**config.mk**
```make
export PLATFORM = sky130hd
export DESIGN_NAME = instruction_fetch
export DESIGN_NICKNAME = d
export VERILOG_FILES = /design/src/rtl/instruction_fetch.sv
export SDC_FILE = /design/constraint.sdc
export NUM_CORES = 1
export LEC_CHECK = 0
export BUFFER_PORTS_ARGS = -buffer_cell sky130_fd_sc_hd__buf_2
export CORE_UTILIZATION = 40
export CTS_CLUSTER_SIZE = 30
export DETAILED_ROUTE_END_ITERATION = 10
export GPL_TIMING_DRIVEN = 0
export PLACE_DENSITY = 0.6
export SLEW_MARGIN = 40
export SYNTH_ARGS = -nofsm -noshare
export SYNTH_HDL_FRONTEND = slang
export SYNTH_SLANG_ARGS = --single-unit
export TNS_END_PERCENT = 5
```
**constraint.sdc**
```tcl
create_clock -name clk -period 5.8 [get_ports clk]
set_input_delay 0.58 -clock clk [delete_from_list [all_inputs] [get_ports clk]]
set_output_delay 0.58 -clock clk [all_outputs]
set_load 0.05 [all_outputs]
```
**src/rtl/instruction_fetch.sv**
```systemverilog
// rtl/instruction_fetch.sv - fetch stage: PC, single-outstanding imem handshake, stall hold buffer, branch squash
module instruction_fetch #(
    parameter logic [31:0] RESET_PC = 32'h0000_0000
) (
    input  logic        clk,
    input  logic        reset,
    input  logic        stall,
    input  logic        branchTaken,
    input  logic [31:0] branchTarget,
    output logic        imemReq,
    output logic [31:0] imemAddr,
    input  logic        imemReady,
    input  logic [31:0] imemData,
    output logic [31:0] instruction,
    output logic        noop,
    output logic [31:0] pcOut
);

    typedef enum logic [1:0] {
        S_FETCH   = 2'd0,
        S_HOLD    = 2'd1,
        S_DISCARD = 2'd2
    } state_t;

    state_t      r_state;
    logic [31:0] r_pc;
    logic [31:0] r_req_addr;
    logic [31:0] r_hold_data;
    logic [31:0] r_hold_pc;
    logic [31:0] r_instr;
    logic        r_noop;
    logic [31:0] r_pc_out;

    logic        w_req;
    logic        w_accept;
    logic [31:0] w_target;

    // Request is suppressed during the reset cycle so memory never sees a stale address.
    assign w_req    = reset && (r_state != S_HOLD);
    assign w_accept = w_req && imemReady;
    assign w_target = branchTarget & 32'hFFFF_FFFC;

    assign imemReq     = w_req;
    assign imemAddr    = (r_state == S_DISCARD) ? r_req_addr : r_pc;
    assign instruction = r_instr;
    assign noop        = r_noop;
    assign pcOut       = r_pc_out;

    always_ff @(posedge clk) begin
        if (!reset) begin
            r_state     <= S_FETCH;
            r_pc        <= RESET_PC;
            r_req_addr  <= 32'h0;
            r_hold_data <= 32'h0;
            r_hold_pc   <= 32'h0;
            r_instr     <= 32'h0;
            r_noop      <= 1'b1;
            r_pc_out    <= 32'h0;
        end else if (branchTaken) begin
            r_pc    <= w_target;
            r_instr <= 32'h0;
            r_noop  <= 1'b1;
            case (r_state)
                S_FETCH: begin
                    if (!imemReady) begin
                        r_req_addr <= r_pc;
                        r_state    <= S_DISCARD;
                    end
                end
                S_HOLD: begin
                    r_hold_data <= 32'h0;
                    r_hold_pc   <= 32'h0;
                    r_state     <= S_FETCH;
                end
                // A squashed request that completes this very cycle needs no further draining.
                S_DISCARD: begin
                    if (imemReady)
                        r_state <= S_FETCH;
                end
                default: r_state <= S_FETCH;
            endcase
        end else begin
            case (r_state)
                S_FETCH: begin
                    if (w_accept) begin
                        r_pc <= r_pc + 32'd4;
                        if (stall) begin
                            r_hold_data <= imemData;
                            r_hold_pc   <= r_pc;
                            r_state     <= S_HOLD;
                        end else begin
                            r_instr  <= imemData;
                            r_noop   <= 1'b0;
                            r_pc_out <= r_pc;
                        end
                    end else if (!stall) begin
                        r_instr <= 32'h0;
                        r_noop  <= 1'b1;
                    end
                end
                S_HOLD: begin
                    if (!stall) begin
                        r_instr  <= r_hold_data;
                        r_noop   <= 1'b0;
                        r_pc_out <= r_hold_pc;
                        r_state  <= S_FETCH;
                    end
                end
                S_DISCARD: begin
                    if (w_accept)
                        r_state <= S_FETCH;
                    if (!stall) begin
                        r_instr <= 32'h0;
                        r_noop  <= 1'b1;
                    end
                end
                default: r_state <= S_FETCH;
            endcase
        end
    end

endmodule

```
# Yosys cells after proc, flatten, opt, wreduce, memory -nomap -nowiden
# Cells that the tools add are included.
word_totals:
  ff_bits: 195
  inputBits: 69
  word_cells: 78
  output_inout_bits: 98
op_classes:
  reduce_logical: 16
  n_bitwise: 3
  mux: 35
  n_addsub: 1
  eq_ne: 14
ops:
  columns: ["cell", "count"]
  rows:
  - ["two-way mux 32 bit", 20]
  - ["case mux 32 bit (3 select lines)", 1]
  - ["case mux 32 bit (2 select lines)", 1]
  - ["adder 32 x 3 -> 32 bit, second input constant", 1]
  - ["!= test 3 bit, second input constant", 7]
  - ["two-way mux 2 bit", 7]
  - ["nonzero test 2 bit", 4]
  - ["!= test 2 bit, second input constant", 3]
  - ["case mux 2 bit (3 select lines)", 1]
  - ["AND reduction 3 bit", 2]
  - ["AND reduction 6 bit", 1]
  - ["AND reduction 5 bit", 1]
  - ["!= test 2 x 1 -> 1 bit, second input constant", 2]
  - ["case mux 2 bit (2 select lines)", 1]
  - ["AND reduction 2 bit", 2]
  - ["AND reduction 4 bit", 1]
  - ["two-way mux 1 bit", 3]
  - ["NOT 1 bit", 3]
  - ["case mux 1 bit (3 select lines)", 1]
  - ["nonzero test 3 bit", 1]
  - ["== test 2 x 1 -> 1 bit, second input constant", 1]
  - ["== test 2 bit, second input constant", 1]
  - ["logical AND 1 bit", 2]
  - ["logical NOT 2 bit", 1]
  - ["OR reduction 2 bit", 1]

# Depth between registers and ports, before layout
logic_depth:
  word_depth: 6
  ltp_mapped: 10
  depth_no_buf: 6

# Least setup slack after synthesis
# Ideal clock, no wire load.
synth_timing:
  path_kind: "register to output"
  startpoint: "register r_state[0]"
  endpoint: "output imemAddr[15]"
  slack_ns: 3.162
  n_path_buf: 2
  path_stages_with_launch: 6
  arrival_time_ns: 2.058
  t_required_ns: 5.220
  cell_sequence: "dfxtp_1 inv_1 ha_1 buf_2 buf_1 o21ai_0"
synth_between:
  elab_chain_cells: 2
synth_rtl:
  columns: ["element", "line", "source"]
  rows:
  - ["start: declaration", "25", "state_t r_state;"]
  - ["start signal: assignment", "51", "r_state <= S_FETCH;"]
  - ["start signal: assignment", "67", "r_state <= S_DISCARD;"]
  - ["start signal: assignment", "73", "r_state <= S_FETCH;"]
  - ["== test 2 bit", "44", "assign imemAddr = (r_state == S_DISCARD) ? r_req_addr : r_pc;"]
  - ["two-way mux 32 bit", "44", null]
  - ["end: declaration", "11", "output logic [31:0] imemAddr,"]
# Every way passes these cells.

# Worst setup path after layout
layout_timing:
  startpoint: "register r_state[0]"
  endpoint: "output imemAddr[20]"
# The elaborated chain is that of the path after synthesis.

==> impl_metrics.py <==
metrics = {
    "global_routing": {
        "grt_pass1_wl_um": 41600,
        "grt_util_all_layers_pct": 24.0,
        "grt_overflow": 0,
        "antenna_found_initial": 1,
        "grt_max_degree": 19,
        "grt_pass1_vias": 7392,
    },
    "timing": {
        "setup_viol": 0,
        "worst_slew_pin_slew_ns": 0.743,
        "min_period_over_period_pct": 50.7,
        "hold_viol_final": 0,
        "max_slew_margin_pct": 50.4,
        "fmax_mhz": 340,
        "maxSlewViolCount": 0,
        "period_needed_ns": 2.94,
        "grt_setup_unrepaired": "no",
        "finClkSkew_ns": 0.0112,
        "timing.setup.tns_ns": 0,
    },
    "worst_setup_path": {
        "crit_fanout": 10,
        "setup.worst_path.start_class": "flip-flop",
        "reg2reg_to": "pcOut[29]",
        "end_kind": "output port",
        "cp-endpoint": "imemAddr[20]",
        "cp-startpoint": "r_state[0]",
        "crit_required_ns": 5.22,
        "setup.worst_path.class": "flip-flop to output port",
        "r2r_slack_ns": 3.42,
        "crit_arrival_ns": 2.36,
        "reg2reg_depth": 8,
        "reg2reg_from": "r_state[1]",
    },
    "routing": {
        "vias": 8389,
        "antenna_left": 0,
        "firstDrtPassIters": 5,
        "drtIter0Drc": 693,
        "wl_per_cell_um": 17.9,
        "drcViolationCount": 0,
        "routed_wl_um": 27400,
        "via_per_inst": 5.50,
    },
    "clock_tree": {
        "cts_resized": 0,
        "cts_sinks": 187,
        "ctsHoldBuffers": 0,
        "cts_inserted_buffers": 17,
        "tritoncts": "built",
        "clk_pin_slew_worst_paths_ns": 0.08,
        "htree_levels": 4,
        "cts_root_buf": "clkbuf_16",
        "clockBufferDepth": 2,
        "worstSkewPairLatency_ns": 0.44,
        "cts_setup_buffers": 0,
    },
    "final_layout": {
        "n_fill_cell": 2178,
        "syn_to_final_growth_pct": 19.9,
        "post_route_cells_drive_above_1_share_pct": 21.7,
        "nets": 1307,
        "antenna_cells": 0,
        "stdcell_count": 1526,
    },
    "power": {
        "pwr-share-seq_pct": 44.1,
        "power.internal_mw": 2.11,
        "p_comb_share_pct": 17.0,
        "p_leak_nw": 4.08,
        "clkPwrFrac_pct": 38.9,
        "switching_share_pct": 31.8,
        "p_switching_mw": 0.980,
        "fin_total_pwr_mw": 3.09,
        "ir_worst_vdd_mv": 0.198,
        "pwr_density_cell_mw_per_mm2": 291,
    },
    "floorplan": {
        "initial_utilization_pct": 40.6,
        "coreArea_sq_mm": 0.0218,
        "dieArea_sq_mm": 0.0227,
        "die_w_um": 151,
        "die_height_um": 151,
        "rows": 54,
        "ioPinCount": 167,
    },
    "run_status": {
        "status": "finished clean",
    },
    "logic_synthesis": {
        "yosysSeqAreaShare_pct": 42.4,
        "async_reset_ff_share_pct": 0,
        "synth_flop_cell": "dfxtp_1",
        "postSynthCellCount": 1052,
        "synth_edf_count": 0,
        "avgSynthCellArea_sq_um": 8.40,
        "ys_ff_latch": 187,
        "yosys_warnings": 0,
        "syn-cell-area_sq_mm": 0.00884,
        "synth_cell_type_count": 56,
    },
    "worst_hold_path": {
        "min_path_type": "primary input to flip-flop",
    },
    "placed_design": {
        "hpwl_um": 20100,
        "gp_congestion": 0.878,
        "portBuffers": 159,
        "placed_cells": 1494,
    },
    "job": {
        "maxCapViolCount": 0,
    },
}
[stage by stage]
step                hold slack [ns]  instance area (sq um)  utilization [%]  worst slack, ns
finish                        0.395                  10600             48.7             2.86
detailed placement            0.443                   9990             45.9             3.04
CTS                           0.387                  10600             48.7             2.85
global placement              0.437                   9990             45.9             3.16
global route                  0.401                  10600             48.7             2.75
floorplan                     0.432                   8850                -             3.16
[how the worst min path moves through the flow]
stage | startpoint | to | slack [ns] | depth (start not counted)
2_1_floorplan | r_hold_pc[26] | r_hold_pc[26] | 0.43 | 2
3_3_place_gp | r_hold_pc[31] | r_hold_pc[31] | 0.44 | 2
3_5_place_dp | r_req_addr[29] | r_req_addr[29] | 0.44 | 2
4_1_cts | imemData[11] | r_hold_data[11] | 0.39 | 3
5_1_grt | imemData[21] | r_hold_data[21] | 0.40 | 3
6_report | imemData[26] | r_hold_data[26] | 0.40 | 3
[synthesized netlist by cell type, drive strengths merged (3+ instances only)]
library cell	count	share of area [%]
nand4	13	1.1
ha	5	0.71
nor4	5	0.35
nand3	67	3.8
nor2	51	2.2
o2bb2ai	13	1.3
xor2	5	0.50
a211oi	39	3.4
mux2	27	3.4
o21ai	47	2.7
o211a	4	0.45
nand2	165	7.0
a22o	20	2.0
or4	9	0.76
and4	5	0.50
or2	3	0.21
mux2i	53	6.0
nor3b	3	0.25
nor2b	11	0.78
dfxtp	187	42
xnor2	3	0.30
clkbuf	57	2.4
and2	25	1.8
a31oi	10	0.71
buf	57	3.5
nand2b	6	0.42
o211ai	3	0.25
a22oi	14	1.2
a21oi	91	5.2
inv	9	0.38
o31ai	9	0.76
o41a	4	0.51
and3	7	0.50
a311oi	6	0.59
[worst max-delay path, cell delays in order, from the launching register on]
cell and delay, ns:
dfxtp_1 0.33, inv_1 0.10, ha_1 0.14, buf_2 0.26, buf_1 0.48, mux2_2 0.41, buf_2 0.21
[power by group through the flow]
stage | logic, mW | clock network (mW) | registers, mW
global placement | 0.520 | 0 | 1.39
detailed placement | 0.522 | 0 | 1.39
finish | 0.525 | 1.20 | 1.36
CTS | 0.524 | 1.21 | 1.36
global route | 0.562 | 1.27 | 1.37
floorplan | 0.324 | 0 | 1.43
[cell usage in the layout (no fill, tap or decap), drive strengths merged, types with 3 or more instances in the layout]
master and n:
ha 5, a211oi 39, and3 7, buf 216
mux2 27, xnor2 3, nand2 165, a21oi 91
dfxtp 187, a22oi 14, clkbuf 75, xor2 5
and4 5, clkinv 3, o211a 4, mux2i 53
o2bb2ai 13, nor4 5, nand4 13, a311oi 6
conb 4, nand3 67, o211ai 3, nor2b 11
a31oi 10, o21ai 47, inv 15, nor3b 3
and2 25, nand2b 6, clkinvlp 4, or2 3
nor2 51, or4 9, o31ai 9, o41a 4
a22o 20
[cells by family after synthesis]
family | count (synthesis) | share of synthesized area (%)
flip-flops | 187 | 42.4
adder cells (fa/ha/maj) | 5 | 0.708
AND/OR/NAND/NOR | 378 | 20.3
multiplexers | 80 | 9.44
buffers and inverters | 123 | 6.30
AO/OA/AOI/OAI | 270 | 20.0
other | 1 | 0.0424
XOR/XNOR | 8 | 0.793
[layer usage]
layer	routed length [um]	global-route usage (%)	part of all wire, %
met5	12	0	0.044
met4	650	8.75	2.4
met3	1740	3.58	6.3
met2	11500	33.9	42
met1	13500	36.4	49
[area by class of cell]
type	count	area (sq um)	area share (%)
multi-input cells	745	4550	42.9
flip-flops and latches	187	3740	35.3
repair buffers	159	796	7.51
plain buffers	114	523	4.94
clock buffers	18	439	4.15
well taps	280	350	3.31
clock inverters	14	159	1.50
inverters	9	33.8	0.319
[sequential cells by signal, summed over array words and instances, names as in the netlist, named ones only]
signal and count:
r_pc 30, r_req_addr 30, r_state 2, r_hold_data 32
r_hold_pc 30, pcOut 30, instruction 32
No activity file was read; power rests on OpenSTA's default activity.
